## src/rtl/amx_pkg.sv

```systemverilog
// Shared constants and types for the add-multiply-xor feeder.
// Holds the pipeline latencies, the operand bundle and a token popcount helper.
package amx_pkg;

  localparam int AMX_WIDTH    = 16;
  localparam int AMX_CORE_LAT = 3;
  localparam int AMX_FEED_LAT = 4;

  typedef struct packed {
    logic [AMX_WIDTH-1:0] a;
    logic [AMX_WIDTH-1:0] b;
    logic [AMX_WIDTH-1:0] c;
    logic [AMX_WIDTH-1:0] d;
  } amx_operands_t;

  function automatic logic [2:0] amx_popcnt(
    input logic [AMX_FEED_LAT-1:0] v
  );
    logic [2:0] n;
    n = '0;
    for (int i = 0; i < AMX_FEED_LAT; i++) begin
      n = n + {2'b00, v[i]};
    end
    return n;
  endfunction

endpackage

```

## src/rtl/amx_result_fifo.sv

```systemverilog
// Synchronous result FIFO; pop from empty is ignored, pointers wrap mod DEPTH.
// Ports: clk, rst, push/push_data, pop/pop_data, count, empty, full.
module amx_result_fifo
  import amx_pkg::*;
#(
  parameter int WIDTH = 16,
  parameter int DEPTH = 8
) (
  input  logic                     clk,
  input  logic                     rst,
  input  logic                     push,
  input  logic [WIDTH-1:0]         push_data,
  input  logic                     pop,
  output logic [WIDTH-1:0]         pop_data,
  output logic [$clog2(DEPTH):0]   count,
  output logic                     empty,
  output logic                     full
);

  localparam int AW = $clog2(DEPTH);

  logic [WIDTH-1:0] mem [DEPTH];
  logic [AW-1:0]    wr_ptr;
  logic [AW-1:0]    rd_ptr;
  logic             do_pop;

  assign empty  = (count == '0);
  assign full   = (count == (AW+1)'(DEPTH));
  assign do_pop = pop && !empty;

  // Head is forced to zero when empty so stale entries never show.
  assign pop_data = empty ? '0 : mem[rd_ptr];

  always_ff @(posedge clk) begin
    if (push) begin
      mem[wr_ptr] <= push_data;
    end
  end

  always_ff @(posedge clk) begin
    if (rst) begin
      wr_ptr <= '0;
      rd_ptr <= '0;
      count  <= '0;
    end else begin
      if (push) begin
        wr_ptr <= wr_ptr + 1'b1;
      end
      if (do_pop) begin
        rd_ptr <= rd_ptr + 1'b1;
      end
      unique case ({push, do_pop})
        2'b10:   count <= count + 1'b1;
        2'b01:   count <= count - 1'b1;
        default: count <= count;
      endcase
    end
  end

endmodule

```

## src/rtl/amx_operand_feeder.sv

```systemverilog
// Valid/ready feeder and credit-protected result collector for ((a+b)*c)^d.
// Ports: in_* handshake+operands, core_* drives/core_out return, out_* FIFO head.
// Optional AMX_FEEDER_PERF_EN adds perf_accepts/perf_stalls counters.
module amx_operand_feeder
  import amx_pkg::*;
#(
  parameter int WIDTH      = AMX_WIDTH,
  parameter int FIFO_DEPTH = 8
) (
  input  logic             clk,
  input  logic             rst,
  input  logic             in_valid,
  output logic             in_ready,
  input  logic [WIDTH-1:0] in_a,
  input  logic [WIDTH-1:0] in_b,
  input  logic [WIDTH-1:0] in_c,
  input  logic [WIDTH-1:0] in_d,
  output logic [WIDTH-1:0] core_a,
  output logic [WIDTH-1:0] core_b,
  output logic [WIDTH-1:0] core_c,
  output logic [WIDTH-1:0] core_d,
  input  logic [WIDTH-1:0] core_out,
  output logic             out_valid,
  input  logic             out_ready,
  output logic [WIDTH-1:0] out_data
`ifdef AMX_FEEDER_PERF_EN
  ,
  output logic [31:0]      perf_accepts,
  output logic [31:0]      perf_stalls
`endif
);

  localparam int CNTW = $clog2(FIFO_DEPTH) + 1;
  localparam int OCCW = $clog2(FIFO_DEPTH) + 3;

  logic [WIDTH-1:0]        c_s1;
  logic [WIDTH-1:0]        d_s1;
  logic [WIDTH-1:0]        d_s2;
  logic [AMX_FEED_LAT-1:0] vld;
  logic                    accept;
  logic [CNTW-1:0]         fifo_count;
  logic                    fifo_empty;
  logic                    fifo_full;
  logic [OCCW-1:0]         occ;

  assign accept = in_valid && in_ready;

  // Every accepted tuple holds a credit from accept until it leaves
  // the FIFO, so the count of tokens in flight plus stored results
  // bounds what the FIFO can ever be asked to hold.
  assign occ = OCCW'(fifo_count) + OCCW'(amx_popcnt(vld));
  assign in_ready = !rst && (occ < OCCW'(FIFO_DEPTH));

  // Operand capture only on accept; the skew chain itself
  // advances every cycle so c and d meet their core stages.
  always_ff @(posedge clk) begin
    if (rst) begin
      core_a <= '0;
      core_b <= '0;
      c_s1   <= '0;
      d_s1   <= '0;
    end else if (accept) begin
      core_a <= in_a;
      core_b <= in_b;
      c_s1   <= in_c;
      d_s1   <= in_d;
    end
  end

  always_ff @(posedge clk) begin
    if (rst) begin
      core_c <= '0;
      d_s2   <= '0;
      core_d <= '0;
    end else begin
      core_c <= c_s1;
      d_s2   <= d_s1;
      core_d <= d_s2;
    end
  end

  // vld[CORE_LAT] marks that core_out now carries a live result.
  always_ff @(posedge clk) begin
    if (rst) begin
      vld <= '0;
    end else begin
      vld <= {vld[AMX_FEED_LAT-2:0], accept};
    end
  end

  always_ff @(posedge clk) begin
    if (!rst) begin
      assert (!(vld[AMX_CORE_LAT] && fifo_full))
        else $error("result fifo overflow");
    end
  end

  amx_result_fifo #(
    .WIDTH (WIDTH),
    .DEPTH (FIFO_DEPTH)
  ) u_fifo (
    .clk       (clk),
    .rst       (rst),
    .push      (vld[AMX_CORE_LAT]),
    .push_data (core_out),
    .pop       (out_ready),
    .pop_data  (out_data),
    .count     (fifo_count),
    .empty     (fifo_empty),
    .full      (fifo_full)
  );

  assign out_valid = !fifo_empty;

`ifdef AMX_FEEDER_PERF_EN
  always_ff @(posedge clk) begin
    if (rst) begin
      perf_accepts <= '0;
      perf_stalls  <= '0;
    end else begin
      if (accept) begin
        perf_accepts <= perf_accepts + 32'd1;
      end
      if (in_valid && !in_ready) begin
        perf_stalls <= perf_stalls + 32'd1;
      end
    end
  end
`endif

endmodule
```

## config.mk

```make
export PLATFORM = sky130hd
export DESIGN_NAME = amx_operand_feeder
export DESIGN_NICKNAME = d
export VERILOG_FILES = /design/src/rtl/amx_pkg.sv /design/src/rtl/amx_result_fifo.sv /design/src/rtl/amx_operand_feeder.sv
export SDC_FILE = /design/constraint.sdc
export NUM_CORES = 1
export LEC_CHECK = 0
export ABC_AREA = 1
export BUFFER_PORTS_ARGS = -buffer_cell sky130_fd_sc_hd__buf_2
export CORE_ASPECT_RATIO = 1.4
export CORE_UTILIZATION = 40
export DETAILED_ROUTE_END_ITERATION = 12
export GPL_ROUTABILITY_DRIVEN = 0
export PLACE_DENSITY = 0.6
export SETUP_SLACK_MARGIN = 0.15
export SLEW_MARGIN = 30
export SYNTH_ARGS = -nofsm -noshare
export SYNTH_HDL_FRONTEND = slang
export SYNTH_SLANG_ARGS = --single-unit
```

## constraint.sdc

```tcl
create_clock -name clk -period 2.9 [get_ports clk]
set_input_delay 0.29 -clock clk [delete_from_list [all_inputs] [get_ports clk]]
set_output_delay 0.29 -clock clk [all_outputs]
set_load 0.01 [all_outputs]
```

==> results of run 1 <==
power by group through the flow:
stage                     Combinational [mW]  Sequential, mW  Clock, mW
after floorplan                         1.68            4.23          0
after global placement                  2.49            4.20          0
after detailed placement                2.53            4.20          0
after CTS                               2.60            4.13       3.39
after global routing                    2.91            4.15       3.55
final                                   2.56            4.13       3.32
critical path: stages (launching register included):
cell     delay, ns
dfxtp_2       0.33
inv_2         0.29
buf_4         0.36
nor2_1        0.07
o22ai_1       0.17
nor2_1        0.06
nor2_1        0.16
buf_2         0.15
worst paths after layout:
path                      startpoint                   end  slack [ns]  depth (start not counted)
setup reg to reg   vld[3]$_SDFF_PP0_  c_s1[6]$_SDFFE_PP0P_        0.67                         10
hold / removal               in_c[8]  c_s1[8]$_SDFFE_PP0P_        0.02                          3
setup / recovery           flip-flop           out_data[9]        0.50                          7
hold reg to reg   d_s2[7]$_SDFF_PP0_  core_d[7]$_SDFF_PP0_        0.39                          2
state kept, by name (all words and copies together), names as in the netlist, named ones only:
register / flops
c_s1: 16
core_a: 16
core_b: 16
core_c: 16
core_d: 16
d_s1: 16
d_s2: 16
u_fifo.count: 4
u_fifo.mem: 128
u_fifo.rd_ptr: 3
u_fifo.wr_ptr: 3
vld: 4
cells by family after synthesis:
logic type,Yosys count,share of synthesized area [%]
fa+ha+maj,9,1.32
buf+inv,151,6.64
simple gates,478,18.7
compound gates,113,6.47
flops,257,66.5
xor+xnor,4,0.362
metal layers:
layer | share of wire (%) | global-route usage [%] | vias to the layer above | wire, um
li1 | - | - | 3638 | -
met1 | 42 | 18.9 | 3197 | 8660
met2 | 50 | 31.1 | 186 | 10300
met3 | 6.8 | 4.30 | 25 | 1410
met4 | 1.5 | 4.73 | 0 | 318
met5 | 0 | 0 | - | 0
through the flow:
stage	power [mW]	hold WS (ns)	util (%)	instance area [um^2]
after floorplan	5.90	0.388	-	9670
after CTS	10.1	0.000709	52.0	12200
after global routing	10.6	0.00853	52.0	12200
final	10.0	0.0213	52.0	12200
after global placement	6.69	0.392	46.0	10800
after detailed placement	6.73	0.392	46.0	10800
area by class of cell:
class	instances	area, um^2	area share (%)
Clock buffer	31	691	5.66
Sequential cell	257	6430	52.7
Multi-Input combinational cell	604	2600	21.3
Timing Repair Buffer	242	1560	12.8
Inverter	101	379	3.11
Tap cell	306	383	3.14
Clock inverter	16	165	1.35
timing repair:
item,4_1_cts,5_1_grt
hold endpoints to repair,57,0
hold buffers,57,0
resized for setup,0,0
cell usage in the layout (no fill, tap or decap), types with 2 or more instances in the layout:
cell type / Yosys / routed
clkinv_4: 0 / 2
clkbuf_1: 25 / 4
a21oi_1: 10 / 10
clkinvlp_4: 0 / 2
bufinv_16: 0 / 3
nor2_1: 305 / 305
inv_1: 99 / 99
nand2_1: 167 / 167
dlygate4sd3_1: 0 / 57
inv_2: 1 / 2
o21ai_0: 69 / 69
buf_2: 13 / 165
nand3_1: 2 / 2
xnor2_1: 2 / 2
o21ai_1: 2 / 2
dfxtp_1: 129 / 128
clkbuf_16: 0 / 27
clkinvlp_2: 0 / 3
o211ai_1: 16 / 16
edfxtp_1: 128 / 128
clkinv_1: 1 / 5
ha_1: 7 / 7
o22ai_1: 16 / 16
buf_4: 5 / 19
fa_1: 2 / 2
xor2_1: 2 / 2
==> results.ini, run 1 <==
[run_status]
outcome = complete, no violations

[sta]
setup_viol = 0
grt_setup_unrepaired = no
min_period_over_period_pct = 82.8
layout_min_cycle_time_ns = 2.40
final.setup_skew_ns = 0.00721
worst-slew-pin-transition_ns = 0.702
timing.setup.tns_ns = 0
layout_setup_ws_ns = 0.498
final-max-slew-violation-count = 0
finalHoldViolations = 0
maxClockFrequency_ghz = 0.416
maxSlewHeadroom_pct = 53.2

[run]
count_of_max_cap_constraint_violations = 0

[setup_path]
path_class = reg2out
arrival_ns = 2.11
critical_path_required_ns = 2.61
setup.worst_path.start_class = flip-flop
endpoint_kind = output pin
critical_path.max_fanout = 26

[route]
overall_via_count_from_detail_route = 7046
finalWirelength_um = 20700
residual_drc_count = 0
avgViaCountPerCell = 4.53
ant_nets = 0
drtIter0Drc = 308
detailedRoute.firstPassIterationCount = 5
post_drt_wl_per_cell_um = 13.3

[synth]
syn_area_per_cell_um2 = 9.55
synth_top_area_share_pct = 39.8
yosys_warnings = 0
ys.flop_type = dfxtp_1
post-synth-top-count-cell = nor2_1
post_synth_main_area_contributors = edfxtp_1 (40%), dfxtp_1 (27%), nor2_1 (12%)
number_of_enable_flip_flop_cells_after_synthesis = 128
netlist_area_um2 = 9670
synth_fp_nets = 1105
synth_top_cell_by_area = edfxtp_1
top_post_synthesis_cells_by_count = nor2_1 (305), nand2_1 (167), dfxtp_1 (129)
yosysSeqAreaShare_pct = 66.5
synth_cell_type_count = 26
synth_async_sr_flop_share_pct = 0
synth_seq_cells = 257
postSynthCellCount = 1012

[grt]
groute.usage.overall_pct = 16.8
grt_overflow = 0
first_global_vias = 6871
grt_pass1_wl_um = 33100
grt_start_max_net_pins = 130
antenna_found_initial = 0

[clock_tree]
postCtsSetupBuffers = 0
cts_buffer_depth = 3
cts_inserted_buffers = 26
h-tree-depth = 1
cts_root_buffer = clkbuf_16
clock_latency_ns = 0.51
path_clk_slew_ns = 0.06
cts_tree = yes
clock-sinks = 257

[hold_path]
worst_hold_path_type = in2reg

[placement]
hpwlAfterDp_um = 12000
place_ws_ns = 0.732
placedCellCount = 1453
port-buffer-count = 165

[layout]
finish.net_count = 1325
syn2layout_area_growth_pct = 26.2
stdcell_count = 1557
drive_above_1_share_pct = 18.2
fill_cells = 2134
n_antenna_cell = 0

[floorplan]
start_util_pct = 41.2
die_h_um = 186
floorplan.core_area_um2 = 23500
dieArea_um2 = 24800
ios = 166
standard_cell_row_count = 66
die_w_um = 133

[power]
cellPowerDensity_nw_per_um2 = 820
irDropWorstVdd_mv = 0.603
internal_power_mw = 6.92
swShare_pct = 30.8
switchingPower_mw = 3.08
power_leakage_nw = 5.38
clockPowerShare_pct = 33.1
power_frac_seq_pct = 41.2
pwr-share-comb_pct = 25.6

Power figures use the tool's default switching activity.
==> run 2, diff against run 1 <==
--- a/config.mk
+++ b/config.mk
@@ -5,13 +5,13 @@
 export SDC_FILE = /design/constraint.sdc
 export NUM_CORES = 1
 export LEC_CHECK = 0
-export ABC_AREA = 1
+export ABC_AREA = 0
 export BUFFER_PORTS_ARGS = -buffer_cell sky130_fd_sc_hd__buf_2
 export CORE_ASPECT_RATIO = 1.4
 export CORE_UTILIZATION = 40
 export DETAILED_ROUTE_END_ITERATION = 12
 export GPL_ROUTABILITY_DRIVEN = 0
-export PLACE_DENSITY = 0.6
+export PLACE_DENSITY = 0.61
 export SETUP_SLACK_MARGIN = 0.15
 export SLEW_MARGIN = 30
 export SYNTH_ARGS = -nofsm -noshare
==> constraint.sdc (replaced) <==
create_clock -name clk -period 2.3 [get_ports clk]
set_input_delay 0.23 -clock clk [delete_from_list [all_inputs] [get_ports clk]]
set_output_delay 0.23 -clock clk [all_outputs]
set_load 0.01 [all_outputs]
==> run 2 against run 1 <==
Compared with the run above:
- the flow now finishes with violations (negative setup slack)
- design area grew 6.9%
- power shrank 0.92%
- sequential power grew 21%
- die area shrank 5.4%
- via count shrank 14%
- clock power grew 21%
- final cell count shrank 18%
- synthesized cell count shrank 34%
- critical path depth shrank 1
- register-to-register slack lost 0.71 ns
- non-clock buffer count grew 52
- area after synthesis shrank 5.4%
==> results.ini, run 2 <==
[power]
pwr-share-comb_pct = 9.1
cellPowerDensity_nw_per_um2 = 760
swShare_pct = 22.2
clockPowerShare_pct = 40.7
internal_power_mw = 7.72
power_frac_seq_pct = 50.3
irDropWorstVdd_mv = 0.563
switchingPower_mw = 2.20
power_leakage_nw = 5.20
design_power_total_mw = 9.91

[layout]
largest_reg_flops = 128
syn2layout_area_growth_pct = 42.7
drive_above_1_share_pct = 41.4
layout_common_cells = buf_2 (164), edfxtp_1 (128), dfxtp_1 (124)
n_antenna_cell = 0
layout.cell_area.non_filler_um2 = 13100
registers.top_by_ff_count = u_fifo.mem
layout_commonest_cell = buf_2
finish.net_count = 1046
fill_cells = 1769

[placement]
hpwlAfterDp_um = 11200
place_ws_ns = 0.104
port-buffer-count = 165
placement.cell_area_um2 = 10500

[grt]
antenna_found_initial = 0
groute.usage.overall_pct = 16.9
grt_start_max_net_pins = 74
first_global_vias = 6100
grt_pass1_wl_um = 31100
grt_overflow = 0

[sta]
maxSlewHeadroom_pct = 60.3
setup_viol = 15
layout_min_cycle_time_ns = 2.43
worst-slew-pin-transition_ns = 0.595
layout_setup_ws_ns = -0.134
maxClockFrequency_ghz = 0.411
final.setup_skew_ns = 0.00945
min_period_over_period_pct = 106
final-max-slew-violation-count = 0
grt_setup_unrepaired = yes
finalHoldViolations = 0

[setup_path]
endpoint_kind = output pin
path_class = reg2out
critical_path.max_fanout = 2
setup.worst_path.start_class = flip-flop
critical_path_required_ns = 2.07
arrival_ns = 2.20

[synth]
top_post_synthesis_cells_by_count = nand2_1 (131), dfxtp_1 (129), edfxtp_1 (128)
synth_top_area_share_pct = 42.0
synth_top_family_by_area = simple AND/OR/NAND/NOR gates
number_of_enable_flip_flop_cells_after_synthesis = 128
synth_top_cell_by_area = edfxtp_1
yosysSeqAreaShare_pct = 70.3
post_synth_main_area_contributors = edfxtp_1 (42%), dfxtp_1 (28%), mux4_2 (7.9%)
area_share_of_fa_ha_maj_cells_after_synthesis_pct = 1.40
netlist_area_um2 = 9140
yosys-mux-area-fraction_pct = 9.85
synth_async_sr_flop_share_pct = 0
postSynthCellCount = 671
synth_fp_nets = 764
synth_cell_type_count = 33
ys.flop_type = dfxtp_1
synth_compound_area_share_pct = 4.23
yosys_warnings = 0
syn_area_per_cell_um2 = 13.6
post-synth-top-count-cell = nand2_1
synth-simple-area-share_pct = 11.4
synth_seq_cells = 257
post_synth_xor_area_fraction_pct = 0.657

[run_status]
failing_checks = negative setup slack
outcome = finished with violations

[floorplan]
dieArea_um2 = 23500
standard_cell_row_count = 65
ios = 166
start_util_pct = 40.7
floorplan.core_area_um2 = 22400
die_h_um = 181
die_w_um = 130

[clock_tree]
clock_latency_ns = 0.52
cts_buffer_depth = 3
clock-sinks = 257
cts_inserted_buffers = 25
cts_root_buffer = clkbuf_16
h-tree-depth = 1
cts_tree = yes
path_clk_slew_ns = 0.06

[route]
detailedRoute.firstPassIterationCount = 4
ant_nets = 0
overall_via_count_from_detail_route = 6081
drtIter0Drc = 279
avgViaCountPerCell = 4.78
post_drt_wl_per_cell_um = 17.0
residual_drc_count = 0
finalWirelength_um = 21700

[run]
count_of_max_cap_constraint_violations = 0

[hold_path]
worst_hold_path_type = in2reg

## run 2: changes by cell type after synthesis, sizes merged, moves of 8 or more
cell    change
inv        -95
o211ai     -16
o22ai      -16
mux4       +32
nand2      -36
o21ai      -69
nor2b      +52
a21oi      +59
mux2i      +18
nor2      -270
clkbuf      -8
## run 2: worst max-delay path, cell delays in order, from the launching register on
cell and delay (ns):
dfxtp_2 0.33, fa_1 0.46, ha_1 0.30, a211oi_2 0.22, nor2_1 0.08, nor3_2 0.12, buf_2 0.17
## run 2: through the flow
step,setup TNS (ns),util [%],hold slack (ns),std cells
floorplan,-0.0804,-,0.329,671
global placement,0,46.6,0.418,1118
detailed placement,0,46.6,0.420,1118
CTS,-0.251,55.5,0.128,1258
global route,-4.24,58.1,0.184,1273
finish,-0.290,58.1,0.143,1273
## run 2: per-layer routing
metal  part of all wire (%)  vias up  track usage (%)  wire, um
met1                     39     2953             19.6      8500
met3                    6.3       23             4.09      1360
met2                     53      190             30.8     11500
li1                       -     2915                -         -
met4                    1.5        0             4.37       334
met5                      0        -                0         0
## run 2: timing repair
action / CTS / global route
pin swaps: 58 / 53
buffers inserted: 11 / 7
hold endpoints to repair: 191 / 0
endpoints found under the setup margin: 18 / 82
hold buffers: 81 / 0
gates cloned: 2 / 8
resized for setup: 69 / 103
## run 2: layout make-up
type	instances	area (um^2)	share of cell area [%]
inverters	5	18.8	0.144
repair buffers	294	2310	17.7
flip-flops and latches	257	6440	49.4
clock buffers	27	633	4.85
multi-input cells	370	3090	23.7
clock inverters	19	178	1.36
well taps	301	377	2.89
## run 2: cell families (layout without fill, tap and decap cells)
group	count (synthesis)	after routing
buf+inv	44	345
fa+ha+maj	9	9
flops	257	257
simple gates	231	231
xor+xnor	6	6
mux	50	50
compound gates	74	74
## run 2: final timing paths
check                         end               start  slack, ns  cells after the start
max                      in_ready   vld[0]$_SDFF_PP0_      -0.13                      6
min                     flip-flop           out_ready       0.14                      4
max reg2reg  c_s1[4]$_SDFFE_PP0P_   vld[0]$_SDFF_PP0_      -0.04                     11
min reg2reg  core_d[9]$_SDFF_PP0_  d_s2[9]$_SDFF_PP0_       0.43                      1
## run 2: power groups by stage
stage | sequential (mW) | clock [mW] | combinational (mW)
global route | 4.99 | 4.28 | 0.972
finish | 4.98 | 4.03 | 0.900
global placement | 5.05 | 0 | 0.583
floorplan | 5.07 | 0 | 0.313
detailed placement | 5.05 | 0 | 0.588
CTS | 4.96 | 4.12 | 0.777
==> run 3, diff against run 2 <==
--- a/config.mk
+++ b/config.mk
@@ -8,12 +8,13 @@
 export ABC_AREA = 0
 export BUFFER_PORTS_ARGS = -buffer_cell sky130_fd_sc_hd__buf_2
 export CORE_ASPECT_RATIO = 1.4
-export CORE_UTILIZATION = 40
+export CORE_UTILIZATION = 35
 export DETAILED_ROUTE_END_ITERATION = 12
-export GPL_ROUTABILITY_DRIVEN = 0
-export PLACE_DENSITY = 0.61
+export GPL_ROUTABILITY_DRIVEN = 1
+export PLACE_DENSITY = 0.54
 export SETUP_SLACK_MARGIN = 0.15
 export SLEW_MARGIN = 30
 export SYNTH_ARGS = -nofsm -noshare
 export SYNTH_HDL_FRONTEND = slang
 export SYNTH_SLANG_ARGS = --single-unit
+export TNS_END_PERCENT = 10
==> run 3 against run 2 <==
Compared with the run above:
- the run ends with design-rule violations, negative setup slack left
- flip-flop and latch count unchanged
- register-to-register slack improved by 0.09 ns
- core utilization down 9.3 points
- power increased by 1.2%
- clock power rose by 6.9%
- largest power group unchanged
==> results.ini, run 3 (same netlist as run 2, synthesis figures left out) <==
[setup_path]
critical_path_required_ns = 2.07
path_class = reg2out
endpoint_kind = output pin
arrival_ns = 2.19
setup.worst_path.start_class = flip-flop
critical_path.max_fanout = 2

[placement]
port-buffer-count = 165
hpwlAfterDp_um = 11500
placement.cell_area_um2 = 10500
routabilityCongestion = 0.707
placedCellCount = 1142

[hold_path]
worst_hold_path_type = in2reg

[layout]
syn2layout_area_growth_pct = 36.4
fill_cells = 2246
largest_reg_flops = 128
layout_common_cells = buf_2 (164), edfxtp_1 (128), dfxtp_1 (125)
drive_above_1_share_pct = 31.9
layout_commonest_cell = buf_2
layout.cell_area.non_filler_um2 = 12500
stdcell_count = 1281
registers.top_by_ff_count = u_fifo.mem
finish.net_count = 1035
n_antenna_cell = 0

[route]
avgViaCountPerCell = 4.61
residual_drc_count = 11
finalWirelength_um = 20600
detailedRoute.firstPassIterationCount = 9
drtIter0Drc = 199
post_drt_wl_per_cell_um = 16.1
ant_nets = 0
overall_via_count_from_detail_route = 5910

[floorplan]
dieArea_um2 = 26800
start_util_pct = 35.8
ios = 166
standard_cell_row_count = 69
die_h_um = 193
die_w_um = 139
floorplan.core_area_um2 = 25600

[clock_tree]
clock_latency_ns = 0.52
cts_tree = yes
clock-sinks = 257
cts_root_buffer = clkbuf_16
path_clk_slew_ns = 0.06
cts_inserted_buffers = 26
h-tree-depth = 1
cts_buffer_depth = 3

[sta]
min_period_over_period_pct = 105
worst-slew-pin-transition_ns = 0.544
final-max-slew-violation-count = 0
layout_min_cycle_time_ns = 2.42
setup_viol = 1
final.setup_skew_ns = 0.00775
grt_setup_unrepaired = yes
maxSlewHeadroom_pct = 63.7
maxClockFrequency_ghz = 0.414
layout_setup_ws_ns = -0.118
finalHoldViolations = 0

[grt]
grt_start_max_net_pins = 78
first_global_vias = 5912
grt_pass1_wl_um = 31300
grt_overflow = 0
groute.usage.overall_pct = 14.8
antenna_found_initial = 0

[power]
cellPowerDensity_nw_per_um2 = 804
irDropWorstVdd_mv = 0.635
power_leakage_nw = 4.80

[run]
count_of_max_cap_constraint_violations = 0

[run_status]
outcome = finished with violations
failing_checks = design-rule violations, negative setup slack

run 3: changes by cell type in the layout (fill, tap and decap cells not counted), moves of 4 or more:
cell / previous run / this run
clkinv_2: 3 / 7
a21oi_1: 32 / 67
nand2_1: 67 / 121
a21oi_2: 37 / 2
nand2_2: 20 / 10
buf_12: 12 / 6
nand2_4: 44 / 0
buf_6: 8 / 1
clkinv_1: 7 / 1
run 3: power by group:
part           switching, mW  internal, mW
clock network           1.73          2.58
logic                  0.363         0.402
registers             0.0494          4.90
total                   2.14          7.89
run 3: final timing paths:
path / startpoint / to / slack [ns] / cells after the start
worst max register to register: vld[0]$_SDFF_PP0_ / core_b[4]$_SDFFE_PP0P_ / 0.05 / 8
worst max-delay path: vld[0]$_SDFF_PP0_ / in_ready / -0.12 / 6
worst min register to register: d_s2[3]$_SDFF_PP0_ / core_d[3]$_SDFF_PP0_ / 0.44 / 1
worst min-delay path: out_ready / flip-flop / 0.1 / 4
run 3: area by class of cell:
type	instances	area [um^2]	area share, %
sequential	257	6440	51.6
clock inverter	16	163	1.30
timing repair buffer	282	2120	17.0
clock buffer	32	726	5.82
tap	319	399	3.20
inverter	5	18.8	0.151
multi-input combinational	370	2610	20.9
run 3: critical path, cell delays in order (launching register included):
cell and delay [ns]:
dfxtp_2 0.32, fa_1 0.54, ha_1 0.23, a211oi_2 0.21, nor2_1 0.08, nor3_2 0.12
buf_2 0.18
run 3: per-layer routing:
layer / vias up / track usage [%] / wire [um]
li1: 2886 / - / -
met1: 2840 / 16.8 / 8170
met2: 164 / 27.0 / 10800
met3: 20 / 4.08 / 1450
met4: 0 / 3.75 / 258
met5: - / 0 / 0
run 3: per-stage QoR:
step / hold slack (ns) / setup slack, ns / utilization, % / TNS (ns) / power [mW]
4_1_cts: 0.0834 / -0.253 / 48.2 / -0.410 / 10.1
3_5_place_dp: 0.423 / 0.0969 / 41.1 / 0 / 5.64
3_3_place_gp: 0.419 / 0.146 / 41.1 / 0 / 5.63
5_1_grt: 0.151 / -0.267 / 48.8 / -3.07 / 10.4
6_report: 0.0984 / -0.118 / 48.8 / -0.118 / 10.0
2_1_floorplan: 0.329 / -0.0804 / - / -0.0804 / 5.38
run 3: timing repair:
item                                    in CTS  in global routing
pin swaps                                   13                  7
cloned                                       3                  4
gates resized for setup                     16                  4
endpoints found under the setup margin      75                 82
hold endpoints to repair                   193                  0
hold buffers                                81                  0
buffers inserted                             1                  2
